===== config.mk =====
export PLATFORM = sky130hd
export DESIGN_NAME = sprite_loader
export DESIGN_NICKNAME = d
export VERILOG_FILES = /design/src/rtl/sprite_pkg.sv /design/src/rtl/sprite_loader.sv
export SDC_FILE = /design/constraint.sdc
export NUM_CORES = 1
export LEC_CHECK = 0
export ABC_AREA = 0
export CORE_UTILIZATION = 45
export CTS_CLUSTER_DIAMETER = 120
export DETAILED_ROUTE_END_ITERATION = 16
export DONT_BUFFER_PORTS = 1
export MAX_ROUTING_LAYER = met4
export PLACE_DENSITY = 0.7
export SLEW_MARGIN = 0
export SYNTH_ARGS = -nofsm -noshare
export SYNTH_HDL_FRONTEND = slang
export SYNTH_SLANG_ARGS = --single-unit

===== constraint.sdc =====
create_clock -name clk -period 4.6 [get_ports clk]
set_clock_uncertainty 0.2 [all_clocks]
set_input_delay 0.92 -clock clk [delete_from_list [all_inputs] [get_ports clk]]
set_output_delay 0.92 -clock clk [all_outputs]
set_load 0.01 [all_outputs]

===== src/rtl/sprite_pkg.sv =====
// Shared tank sprite geometry and the orientation-to-frame_row map.
// Both the icon renderer and the sprite loader import this package.
package sprite_pkg;

    localparam int SPRITE_COLS    = 34;
    localparam int SPRITE_ROWS    = 34;
    localparam int FRAME_ROWS     = 8;
    localparam int FRAME_COLS     = 3;
    localparam int MEM_COLS       = FRAME_COLS * SPRITE_COLS;
    localparam int FRAME_ROW_SIZE = MEM_COLS * SPRITE_ROWS;
    localparam int NPIX           = SPRITE_COLS * SPRITE_ROWS;
    localparam int MEM_WORDS      = FRAME_ROWS * FRAME_ROW_SIZE;

    typedef enum logic [2:0] {
        DIR_N, DIR_NE, DIR_E, DIR_SE, DIR_S, DIR_SW, DIR_W, DIR_NW
    } orient_e;

    // Upload header byte; the reserved fields must read as zero.
    typedef struct packed {
        logic       rsv_hi;
        logic [2:0] frame_row;
        logic [1:0] rsv_lo;
        logic [1:0] frame_col;
    } sprite_hdr_t;

    function automatic logic [2:0] frame_row_of(input orient_e dir);
        case (dir)
            DIR_N:   return 3'd1;
            DIR_NE:  return 3'd7;
            DIR_E:   return 3'd3;
            DIR_SE:  return 3'd5;
            DIR_S:   return 3'd0;
            DIR_SW:  return 3'd4;
            DIR_W:   return 3'd2;
            default: return 3'd6;
        endcase
    endfunction

endpackage


===== src/rtl/sprite_loader.sv =====
// Writer side of the dual-port sprite RAM: parses a framed byte upload
// (SYNC, header, 12-bit pixels as hi/lo byte pairs) into port-A writes.
module sprite_loader #(
    parameter int         SPRITE_COLS = sprite_pkg::SPRITE_COLS,
    parameter int         SPRITE_ROWS = sprite_pkg::SPRITE_ROWS,
    parameter int         ADDR_W      = 15,
    parameter logic [7:0] SYNC_BYTE   = 8'hA5,
    parameter int         TIMEOUT     = 1_000_000
) (
    input  logic              clk,
    input  logic              reset,
    input  logic              in_valid,
    input  logic [7:0]        in_data,
    output logic              in_ready,
    output logic              wr_en,
    output logic [ADDR_W-1:0] wr_addr,
    output logic [11:0]       wr_data,
    output logic              busy,
    output logic              done,
    output logic              err
);
    import sprite_pkg::*;

    localparam int ROW_STRIDE   = 3 * SPRITE_COLS;
    localparam int FRAME_STRIDE = ROW_STRIDE * SPRITE_ROWS;
    localparam int X_W          = $clog2(SPRITE_COLS);
    localparam int Y_W          = $clog2(SPRITE_ROWS);
    localparam int T_W          = $clog2(TIMEOUT + 1);

    localparam logic [X_W-1:0]    X_LAST        = X_W'(SPRITE_COLS - 1);
    localparam logic [Y_W-1:0]    Y_LAST        = Y_W'(SPRITE_ROWS - 1);
    localparam logic [T_W-1:0]    IDLE_LIMIT    = T_W'(TIMEOUT - 1);
    localparam logic [ADDR_W-1:0] ROW_STRIDE_A  = ADDR_W'(ROW_STRIDE);
    localparam logic [ADDR_W-1:0] FRAME_STRIDE_A = ADDR_W'(FRAME_STRIDE);
    localparam logic [ADDR_W-1:0] COL_STRIDE_A  = ADDR_W'(SPRITE_COLS);

    typedef enum logic [2:0] {IDLE, HDR, PIX_HI, PIX_LO, FINISH} state_e;

    state_e            state, state_nx;
    logic [X_W-1:0]    x;
    logic [Y_W-1:0]    y;
    logic [ADDR_W-1:0] row_base;
    logic [3:0]        nibble;
    logic [T_W-1:0]    idle_cnt;

    sprite_hdr_t       hdr;
    logic              accept;
    logic              active;
    logic              hdr_ok;
    logic              last_pix;
    logic              timed_out;
    logic [ADDR_W-1:0] hdr_base;

    logic              load_hdr;
    logic              load_nibble;
    logic              write_nx;
    logic              done_nx;
    logic              err_nx;

    assign hdr       = sprite_hdr_t'(in_data);
    assign in_ready  = (state != FINISH);
    assign busy      = (state != IDLE);
    assign accept    = in_valid && in_ready;
    assign active    = (state == HDR) || (state == PIX_HI) || (state == PIX_LO);
    assign hdr_ok    = !hdr.rsv_hi && (hdr.rsv_lo == 2'b00) && (hdr.frame_col != 2'd3);
    assign last_pix  = (x == X_LAST) && (y == Y_LAST);
    assign timed_out = active && !accept && (idle_cnt == IDLE_LIMIT);

    // The only multiplier: sprite origin from the header, once per upload.
    assign hdr_base = FRAME_STRIDE_A * ADDR_W'(hdr.frame_row)
                    + COL_STRIDE_A * ADDR_W'(hdr.frame_col);

    always_ff @(posedge clk) begin
        if (reset) state <= IDLE;
        else       state <= state_nx;
    end

    // NOTE: every signal driven here gets a default before the case statement;
    // a branch that forgets one would otherwise infer a latch.
    always_comb begin
        state_nx    = state;
        load_hdr    = 1'b0;
        load_nibble = 1'b0;
        write_nx    = 1'b0;
        done_nx     = 1'b0;
        err_nx      = 1'b0;
        case (state)
            IDLE: begin
                if (accept && in_data == SYNC_BYTE) state_nx = HDR;
            end
            HDR: begin
                if (accept) begin
                    if (hdr_ok) begin
                        load_hdr = 1'b1;
                        state_nx = PIX_HI;
                    end else begin
                        err_nx   = 1'b1;
                        state_nx = IDLE;
                    end
                end else if (timed_out) begin
                    err_nx   = 1'b1;
                    state_nx = IDLE;
                end
            end
            PIX_HI: begin
                if (accept) begin
                    if (in_data[7:4] == 4'h0) begin
                        load_nibble = 1'b1;
                        state_nx    = PIX_LO;
                    end else begin
                        err_nx   = 1'b1;
                        state_nx = IDLE;
                    end
                end else if (timed_out) begin
                    err_nx   = 1'b1;
                    state_nx = IDLE;
                end
            end
            PIX_LO: begin
                if (accept) begin
                    write_nx = 1'b1;
                    state_nx = last_pix ? FINISH : PIX_HI;
                end else if (timed_out) begin
                    err_nx   = 1'b1;
                    state_nx = IDLE;
                end
            end
            FINISH: begin
                done_nx  = 1'b1;
                state_nx = IDLE;
            end
            default: state_nx = IDLE;
        endcase
    end

    // NOTE: registered state uses non-blocking assignments so every flop
    // samples pre-edge values, independent of statement order.
    always_ff @(posedge clk) begin
        if (reset) begin
            wr_en    <= 1'b0;
            wr_addr  <= '0;
            wr_data  <= '0;
            done     <= 1'b0;
            err      <= 1'b0;
            x        <= '0;
            y        <= '0;
            row_base <= '0;
            nibble   <= '0;
            idle_cnt <= '0;
        end else begin
            wr_en <= write_nx;
            done  <= done_nx;
            err   <= err_nx;

            if (accept || !active || timed_out) idle_cnt <= '0;
            else                                idle_cnt <= idle_cnt + 1'b1;

            if (load_hdr) begin
                row_base <= hdr_base;
                x        <= '0;
                y        <= '0;
            end

            if (load_nibble) nibble <= in_data[3:0];

            if (write_nx) begin
                wr_addr <= row_base + ADDR_W'(x);
                wr_data <= {nibble, in_data};
                if (x != X_LAST) begin
                    x <= x + 1'b1;
                end else begin
                    x        <= '0;
                    y        <= y + 1'b1;
                    row_base <= row_base + ROW_STRIDE_A;
                end
            end
        end
    end

endmodule


[Yosys cells after proc, flatten, opt, wreduce, memory -nomap -nowiden]
Cells that the tools add are included.
Storage, ports and cells
  bits in writable memories: 0
  memory bits (read-only): 0
  logic and storage cells: 85
  bits of input ports: 11
  flip-flop bits (word level): 84
  memories: 0
  latch bits: 0
  output and inout bits: 32
Operators by class
  reduce and logical (&&, ||, !) cells: 20
  div/mod/pow operators: 0
  shifts and indexed selects: 0
  bitwise operators: 0
  $add $sub $neg: 6
  $lt $le $gt $ge: 0
  multiplexer cells: 34
  multiply operators: 2
  equal/unequal tests: 12
Operators with widths (number)
  2-to-1 mux 15 bit: 3
  2-to-1 mux 6 bit: 6
  adder 20 x 1 -> 20 bit, second input constant: 1
  == test 20 bit, second input constant: 1
  2-to-1 mux 3 bit: 6
  adder 15 x 6 -> 15 bit: 1
  adder 15 x 7 -> 15 bit, second input constant: 1
  adder 15 x 8 -> 15 bit: 1
  2-to-1 mux 1 bit: 15
  multiplier 10 x 3 -> 13 bit, first input constant: 1
  adder 6 x 1 -> 6 bit, second input constant: 2
  == test 6 bit, second input constant: 2
  one-hot mux 3 bit (4 select lines): 1
  == test 8 bit, second input constant: 1
  logical AND 1 bit: 7
  multiplier 5 x 2 -> 7 bit, first input constant: 1
  == test 3 x 2 -> 1 bit, second input constant: 2
  inequality test 6 bit, second input constant: 1
  zero test 4 bit: 1
  logical OR 1 bit: 4
  2-to-1 mux 2 bit: 2
  inequality test 2 bit, second input constant: 2
  == test 3 x 1 -> 1 bit, second input constant: 1
  == test 3 bit, second input constant: 1
  8 further kinds: 10

[Depth between registers and ports, before layout]
Gate-level depths: netlist of run 1.
  depth in word-level cells: 9
  depth in mapped cells: 13
  depth with buffers taken out: 13

[Worst setup path before layout of run 1]
Ideal clock, no wire load.
  kind: input to register
  start: input in_data[5]
  end: register row_base[12]
  path buffers: 0
  data required time: 4.272 ns
  stages on the path: 13
  arrival: 3.195 ns
  setup slack: 1.077 ns
  cell sequence: inv_1 > ha_1 > inv_1 > ha_1 > ha_1 > or2_2 > ha_1 > o21ai_0 > a21oi_1 > a31oi_1 > xor2_1 > a221oi_1 > nor2_1
Between the ends
  word-level cells in the longest chain between the ends: 5
RTL lines
  start, declared: line sprite_loader.sv:13  | input logic [7:0] in_data,
  multiplier 10 x 3 -> 13 bit *: line sprite_loader.sv:70  | assign hdr_base = FRAME_STRIDE_A * ADDR_W'(hdr.frame_row)
  adder 15 x 8 -> 15 bit *: line sprite_loader.sv:71  | + COL_STRIDE_A * ADDR_W'(hdr.frame_col);
  2-to-1 mux 15 bit *: line sprite_loader.sv:158  | if (load_hdr) begin
  2-to-1 mux 15 bit: line sprite_loader.sv:169  | if (x != X_LAST) begin
  2-to-1 mux 15 bit *: line sprite_loader.sv:166  | if (write_nx) begin
  end signal, assigned: line sprite_loader.sv:159  | row_base <= hdr_base;
  end signal, assigned: line sprite_loader.sv:174  | row_base <= row_base + ROW_STRIDE_A;
  end, declared: line sprite_loader.sv:42  | logic [ADDR_W-1:0] row_base;
Mark *: on every way between the ends. The rest lies on a longest branch, timed or not.
A chain may end at the register's enable or synchronous reset.

[Worst setup path in the final report of run 1]
Ends and elaborated chain as after synthesis.

==> flow_metrics.tcl, run 1 <==
set metrics [dict create \
    whs_path_depth 2 \
    critical_path_required_ns 4.65 \
    clk_pin_slew_ns 0.08 \
    via_per_inst 5.818 \
    rr_worst_depth 5 \
    wire_per_inst_um 15.36 \
    finalSetupViolCount 0 \
    route.met2.wl_um 4752 \
    wl_met3_um 539 \
    cts_buffer_depth 2 \
    coreArea_mm2 0.009910 \
    ys_seq_elements 84 \
    rows 36 \
    dpl.hpwl_um 7507 \
    worstPathArrival_ns 3.47 \
    synth_fa_ha_area_frac 0.08129 \
    dpl_cell_area_mm2 0.004676 \
    drive_gt1_frac 0.05425 \
    irDropWorstVdd_mv 0.1259 \
    place.gp.congestion 0.8182 \
    yosys_warnings 0 \
    cts_tree "done" \
    fmax_ghz 0.2921 \
    design.die.area_mm2 0.01074 \
    cts_root_buffer "clkbuf_8" \
    synth_top_family_by_area "simple AND/OR/NAND/NOR gates" \
    status "completed" \
    finalSetupTns_ns 0 \
    dr.max_layer_used "met4" \
    drt.antenna.violating_nets 0 \
    nets 588 \
    critPathKind "in -> reg" \
    synth.most_common_cell "dfxtp_1" \
    cts_hold_buf 0 \
    synthCells 565 \
    power_density_mw_per_mm2 288.3 \
    first_global_vias 3659 \
    drv_cap 0 \
    wl_um 10540 \
    drt_first_pass_iters 5 \
    synth_edf_count 0 \
    drc 0 \
    clk-insertion-delay-late_ns 0.36 \
    start_util 0.4691 \
    synthTopCellsByArea "dfxtp_1, ha_1, nor2_1" \
    synthSimpleGateAreaFrac 0.2646 \
    drt-initial-drc-count 326 \
    cp-start-kind "input pin" \
    htreeDepth 3 \
    worstMarginPinSlew_ns 0.7388 \
    hold_viol 0 \
    wl_met1_um 4981 \
    areaGrowthSynthToFinish_pct 5.491 \
    synth.area.mux_share 0.008614 \
    crit_path_max_fanout 7 \
    period_share 0.7442 \
    async_reset_ff_frac 0 \
    synth_area_mm2 0.004648 \
    cts_resized 0 \
    grt_pass1_wl_um 17450 \
    grt_usage 0.2039 \
    cp-end-kind "register" \
    clock_sink_count 84 \
    die_x_um 103.6 \
    gr-total-overflow 0 \
    antenna_found_initial 0 \
    relSlewSlack 0.5032 \
    yosysTopAreaCellShare 0.3618 \
    synth_nets 605 \
    rsz0062_at_grt "false" \
    via_count 3991 \
    yosys.area.top_type "dfxtp_1" \
    synth_flop_cell "dfxtp_1" \
    synth_common_cells "dfxtp_1, nor2_1, nand2_1" \
    antennaDiodeCount 0 \
    portBuffers 0 \
    fin_cells 686 \
    yosysUniqueCellTypes 66 \
    final_cell_area_mm2 0.004903 \
    synth_xor_area_frac 0.07322 \
    worstHoldPathType "reg -> reg" \
    num_io_pins 43 \
    placed_cells 670 \
    ys_seq_area_frac 0.3618 \
    die_height_um 103.6 \
    leakage_nw 1.752 \
    grt_max_degree 68 \
    cts_made_buffers 9 \
    period_needed_ns 3.423 \
    synth-compound-area-share 0.1637 \
    drv_slew 0 \
    avgSynthCellArea_um2 8.227 \
    cts_setup_buffers 0 \
]
==> critical path, stage by stage <==
cell	delay, ns
inv_1	0.05
ha_1	0.28
inv_1	0.04
ha_1	0.27
ha_1	0.20
or2_2	0.28
ha_1	0.32
o21ai_0	0.09
a21oi_1	0.36
a31oi_1	0.16
xor2_1	0.18
a221oi_1	0.26
nor2_1	0.07
==> logic make-up after synthesis <==
logic type / after synthesis
simple gates: 246
mux: 4
buf+inv: 48
compound gates: 116
fa+ha+maj: 29
flops: 84
xor+xnor: 38
==> state kept, by name (all words and copies together) (netlist names), 3 cells and up <==
| signal | cells |
|---|---|
| wr_addr | 15 |
| row_base | 15 |
| idle_cnt | 20 |
| wr_data | 12 |
| x | 6 |
| nibble | 4 |
| y | 6 |
| state | 3 |
==> report_power, final <==
group	leakage [nW]	total [mW]	internal [mW]	switching, mW
combinational	0.962	0.0809	0.0335	0.0474
clock	0.114	0.607	0.337	0.269
sequential	0.676	0.726	0.726	0.0000605
total	1.75	1.41	1.10	0.317
==> layer usage <==
layer	GRT usage	up-vias
li1	-	1966
met1	0.2555	1883
met2	0.3145	121
met3	0.04342	21
met4	0.09317	0
met5	-	-
==> per-stage QoR <==
stage          power (mW)  setup slack, ns    util  hold slack, ns
2_1_floorplan      0.8174            1.077       -          0.2315
3_3_place_gp       0.8200           0.9416  0.4718          0.2405
3_5_place_dp       0.8234           0.8183  0.4718          0.2397
4_1_cts             1.425            1.195  0.4948          0.2500
5_1_grt             1.463           0.9810  0.4948          0.2689
6_report            1.414            1.177  0.4948          0.2545
==> path summary, 6_finish.rpt <==
check	from	end	slack (ns)
setup reg to reg	state[1]	row_base[8]	1.67
hold / removal	nibble[0]	wr_data[8]	0.25
setup / recovery	in_data[5]	row_base[12]	1.18
hold reg to reg	nibble[0]	wr_data[8]	0.25
==> area by class of cell <==
type,instances,area [µm²]
tap,133,166.4
clock buffer,13,158.9
sequential,84,1682
multi-input combinational,433,2749
clock inverter,3,68.82
inverter,19,71.32
fill,995,5006
timing repair buffer,1,7.507
==> layout by cell type (no fill, tap or decap), types with 7 or more instances in the layout <==
master    count
nand3_1      16
nor3_1       13
nor4_1        7
ha_1         27
nand2_1      68
xnor2_1      15
dfxtp_1      84
inv_1        19
a21oi_1      42
nor2_1       75
and3_1       12
o21ai_0      23
clkbuf_8     11
a211oi_1     10
nand4_1      11
xor2_1       22
No activity file was read; power rests on OpenSTA's default activity.
==> run 2, diff against run 1 <==
==> constraint.sdc (replaced) <==
create_clock -name clk -period 3.4 [get_ports clk]
set_clock_uncertainty 0.2 [all_clocks]
set_input_delay 0.68 -clock clk [delete_from_list [all_inputs] [get_ports clk]]
set_output_delay 0.68 -clock clk [all_outputs]
set_load 0.01 [all_outputs]
==> run 2 against run 1 <==
Critical path depth fell by 1. Die area unchanged. Utilization rose by 0.32 points. Sequential cell count unchanged. Combinational power rose by 38%. Global-route usage about the same. Sequential power up 35%. Total power grew 32%. Final cell count up 0.73%. Critical endpoint is now row_base[9].
==> flow_metrics.tcl, run 2 (synthesis results as in run 1) <==
set metrics [dict create \
    antennaDiodeCount 0 \
    nFillCells 983 \
    num_io_pins 43 \
    drt.antenna.violating_nets 0 \
    worstPathArrival_ns 3.02 \
    mostFrequentLayoutCells "dfxtp_1, nor2_1, nand2_1" \
    worstMarginPinSlew_ns 0.6938 \
    drv_cap 0 \
    final_cell_area_mm2 0.004935 \
    status "completed" \
    reg2reg_from "x[0]" \
    cts_made_buffers 9 \
    first_global_vias 3604 \
    critical_path_required_ns 3.45 \
    regArea_mm2 0.001682 \
    cts_buffer_depth 2 \
    period_share 0.8724 \
    die_height_um 103.6 \
    antenna_found_initial 0 \
    drt_first_pass_iters 5 \
    ff2ff_setup_slack_ns 0.67 \
    rsz0062_at_grt "false" \
    hold_end "row_base[9]" \
    worstHoldPathType "in -> reg" \
    cts_tree "done" \
    htreeDepth 3 \
    power_density_mw_per_mm2 378.8 \
    place.gp.congestion 0.8700 \
    wire_per_inst_um 14.77 \
    drt-initial-drc-count 285 \
    utilization 0.4980 \
    whs_ns 0.1922 \
    grt_pass1_wl_um 17380 \
    nets 593 \
    rows 36 \
    clk_pin_slew_ns 0.08 \
    critPathLaunch "in_data[5]" \
    dpl_cell_area_mm2 0.004713 \
    drc 0 \
    cp-end-kind "register" \
    clk-insertion-delay-late_ns 0.36 \
    cts_hold_buf 0 \
    finalSetupTns_ns 0 \
    hold_viol 0 \
    die_x_um 103.6 \
    design.die.area_mm2 0.01074 \
    whs_path_depth 1 \
    via_per_inst 5.648 \
    period_needed_ns 2.966 \
    largest_register_ffs 20 \
    cts_setup_buffers 0 \
    via_count 3903 \
    final_common_cell "dfxtp_1" \
    critPathKind "in -> reg" \
    multi_input_area_mm2 0.002749 \
    r2r_end "wr_addr[14]" \
    coreArea_mm2 0.009910 \
    wl_um 10210 \
    gr-total-overflow 0 \
    max_flop_register "idle_cnt" \
    finalWorstSetupSlack_ns 0.4337 \
    place_ws_ns 0.06204 \
    portBuffers 0 \
    fmax_ghz 0.3371 \
    cts_resized 0 \
    start_util 0.4691 \
    fin_cells 691 \
    crit_path_max_fanout 7 \
    largest_registers "idle_cnt (20), row_base (15), wr_addr (15)" \
    dpl.hpwl_um 7401 \
    areaGrowthSynthToFinish_pct 6.164 \
    cp-start-kind "input pin" \
    drv_slew 0 \
    cts_root_buffer "clkbuf_8" \
    hp-start "reset" \
    clock_sink_count 84 \
    relSlewSlack 0.5339 \
    grt_usage 0.2042 \
    irDropWorstVdd_mv 0.1467 \
    drive_gt1_frac 0.06631 \
    leakage_nw 1.774 \
    fin_total_pwr_mw 1.869 \
    rr_worst_depth 9 \
    finalSetupViolCount 0 \
    grt_max_degree 68 \
    placed_cells 675 \
]
[run 2: routing by layer]
layer / global-route usage / vias up / wire length [µm]
met5: - / - / 0
met4: 0.08489 / 0 / 244
met3: 0.04091 / 17 / 439
met2: 0.3116 / 83 / 4592
met1: 0.2634 / 1819 / 4933
li1: - / 1984 / -
[run 2: layout make-up]
type / count / share of cell area
multi-input combinational: 433 / 0.5570
sequential: 84 / 0.3408
clock buffer: 13 / 0.03626
tap: 133 / 0.03372
inverter: 19 / 0.01445
timing repair buffer: 6 / 0.009128
clock inverter: 3 / 0.008621
[run 2: how the worst max path moves through the flow]
stage | endpoint | slack, ns | cells past startpoint
floorplan | row_base[12] | 0.12 | 13
global placement | row_base[13] | 0.19 | 11
detailed placement | row_base[9] | 0.06 | 12
CTS | row_base[9] | 0.44 | 12
global route | row_base[9] | 0.23 | 12
finish | row_base[9] | 0.43 | 12
[run 2: critical path: stages]
cell,delay (ns)
inv_1,0.05
ha_1,0.28
inv_1,0.04
ha_1,0.26
ha_1,0.20
or2_2,0.28
ha_1,0.32
o21ai_0,0.08
a21oi_1,0.29
xnor2_1,0.14
a221oi_1,0.34
nor2_1,0.06
[run 2: power breakdown]
part           total, mW  switching, mW  internal, mW
clock              0.774          0.356         0.419
sequential         0.983      0.0000858         0.983
combinational      0.112         0.0648        0.0470
==> run 3, diff against run 2 <==
--- a/config.mk
+++ b/config.mk
@@ -6,12 +6,13 @@
 export NUM_CORES = 1
 export LEC_CHECK = 0
 export ABC_AREA = 0
+export CORE_ASPECT_RATIO = 1.2
 export CORE_UTILIZATION = 45
 export CTS_CLUSTER_DIAMETER = 120
 export DETAILED_ROUTE_END_ITERATION = 16
 export DONT_BUFFER_PORTS = 1
 export MAX_ROUTING_LAYER = met4
-export PLACE_DENSITY = 0.7
+export PLACE_DENSITY = 0.72
 export SLEW_MARGIN = 0
 export SYNTH_ARGS = -nofsm -noshare
 export SYNTH_HDL_FRONTEND = slang
==> constraint.sdc (replaced) <==
create_clock -name clk -period 2.39 [get_ports clk]
set_clock_uncertainty 0.2 [all_clocks]
set_input_delay 0.478 -clock clk [delete_from_list [all_inputs] [get_ports clk]]
set_output_delay 0.478 -clock clk [all_outputs]
set_load 0.01 [all_outputs]
==> run 3 against run 2 <==
The run now ends with setup timing left. Final cell count rose by 4.6%. Via count up 6.6%. Die area about the same. Critical path type is now reg -> reg. Critical endpoint is now wr_addr[14]. Largest cell class unchanged.
==> flow_metrics.tcl, run 3 (synthesis results as in run 1) <==
set metrics [dict create \
    dpl.hpwl_um 8204 \
    areaGrowthSynthToFinish_pct 16.99 \
    grt_max_degree 68 \
    drt_first_pass_iters 4 \
    critical_path_required_ns 2.44 \
    finalWorstSetupSlack_ns -0.009359 \
    utilization 0.5433 \
    status "finished with violations" \
    largest_register_ffs 20 \
    portBuffers 0 \
    antenna_found_initial 0 \
    dpl_cell_area_mm2 0.005071 \
    die_x_um 94.78 \
    worstMarginPinSlew_ns 0.4655 \
    crit_path_max_fanout 3 \
    whs_ns 0.009940 \
    drv_slew 0 \
    grt_pass1_wl_um 18340 \
    period_share 1.004 \
    critPathKind "reg -> reg" \
    fin_total_pwr_mw 2.927 \
    hold_viol 0 \
    final_cell_area_mm2 0.005438 \
    via_count 4162 \
    leakage_nw 1.987 \
    gr-total-overflow 0 \
    start_util 0.4644 \
    drive_gt1_frac 0.1625 \
    worstPathArrival_ns 2.45 \
    period_needed_ns 2.399 \
    grt_usage 0.2223 \
    via_per_inst 5.757 \
    cts_buffer_depth 2 \
    drt.antenna.violating_nets 0 \
    violations "setup timing" \
    drv_cap 0 \
    irDropWorstVdd_mv 0.3279 \
    place_ws_ns -0.3770 \
    rsz0062_at_grt "true" \
    antennaDiodeCount 0 \
    clk_pin_slew_ns 0.06 \
    largest_registers "idle_cnt (20), row_base (15), wr_addr (15)" \
    cts_tree "done" \
    nFillCells 931 \
    cts_root_buffer "clkbuf_16" \
    coreArea_mm2 0.01001 \
    final_common_cell "dfxtp_1" \
    cp-end-kind "register" \
    power_density_mw_per_mm2 538.3 \
    finalSetupViolCount 2 \
    fin_cells 723 \
    placed_cells 705 \
    relSlewSlack 0.6896 \
    fmax_ghz 0.4168 \
    nets 632 \
    cp-start-kind "register" \
    drc 0 \
    worstHoldPathType "in -> reg" \
    drt-initial-drc-count 190 \
    design.die.area_mm2 0.01074 \
    wl_um 11010 \
    clk-insertion-delay-late_ns 0.34 \
    htreeDepth 3 \
    cts_made_buffers 9 \
    die_height_um 113.3 \
    place.gp.congestion 0.8358 \
    wire_per_inst_um 15.23 \
    first_global_vias 4015 \
    max_flop_register "idle_cnt" \
    mostFrequentLayoutCells "dfxtp_1, nor2_1, nand2_1" \
    rows 40 \
    clock_sink_count 84 \
    finalSetupTns_ns -0.01229 \
    num_io_pins 43 \
]
-- run 3: what timing repair did --
item | 4_1_cts | 5_1_grt
resized for setup | 1 | 16
pin swaps | 5 | 18
setup endpoints to repair | 5 | 14
buffers inserted | 0 | 1
hold endpoints to repair | 0 | 1
hold buffers | 0 | 1
-- run 3: report_power, final --
part | internal [mW] | total [mW] | switching [mW]
Clock | 0.740 | 1.30 | 0.560
Sequential | 1.40 | 1.40 | 0.000114
Combinational | 0.119 | 0.227 | 0.109
-- run 3: path summary, 6_finish.rpt --
check / from / endpoint / slack [ns] / cells past startpoint
worst max-delay path: row_base[0] / wr_addr[14] / -0.009 / 9
worst min-delay path: reset / done / 0.01 / 1
worst max register to register: row_base[0] / wr_addr[14] / -0.009 / 9
worst min register to register: nibble[0] / wr_data[8] / 0.25 / 2
-- run 3: cell type report --
class / count / area, µm² / share of cell area
multi-input combinational: 433 / 2889 / 0.5313
sequential: 84 / 1684 / 0.3097
timing repair buffer: 45 / 344.1 / 0.06328
clock buffer: 12 / 246.5 / 0.04533
tap: 126 / 157.7 / 0.02899
inverter: 19 / 83.83 / 0.01542
clock inverter: 4 / 32.53 / 0.005983
-- run 3: metal layers --
metal,global-route usage,wire length (µm)
met5,-,0
met4,0.06263,137
met3,0.06183,670
met2,0.3832,5609
met1,0.2480,4596
-- run 3: critical path, cell delays in order, from the launching register on --
cell and delay [ns]:
dfxtp_2 0.35, ha_4 0.14, inv_2 0.04, fa_2 0.36, nor2b_2 0.13, o21ai_2 0.07
a21oi_2 0.19, o211ai_1 0.18, or3_1 0.41, a311oi_2 0.23
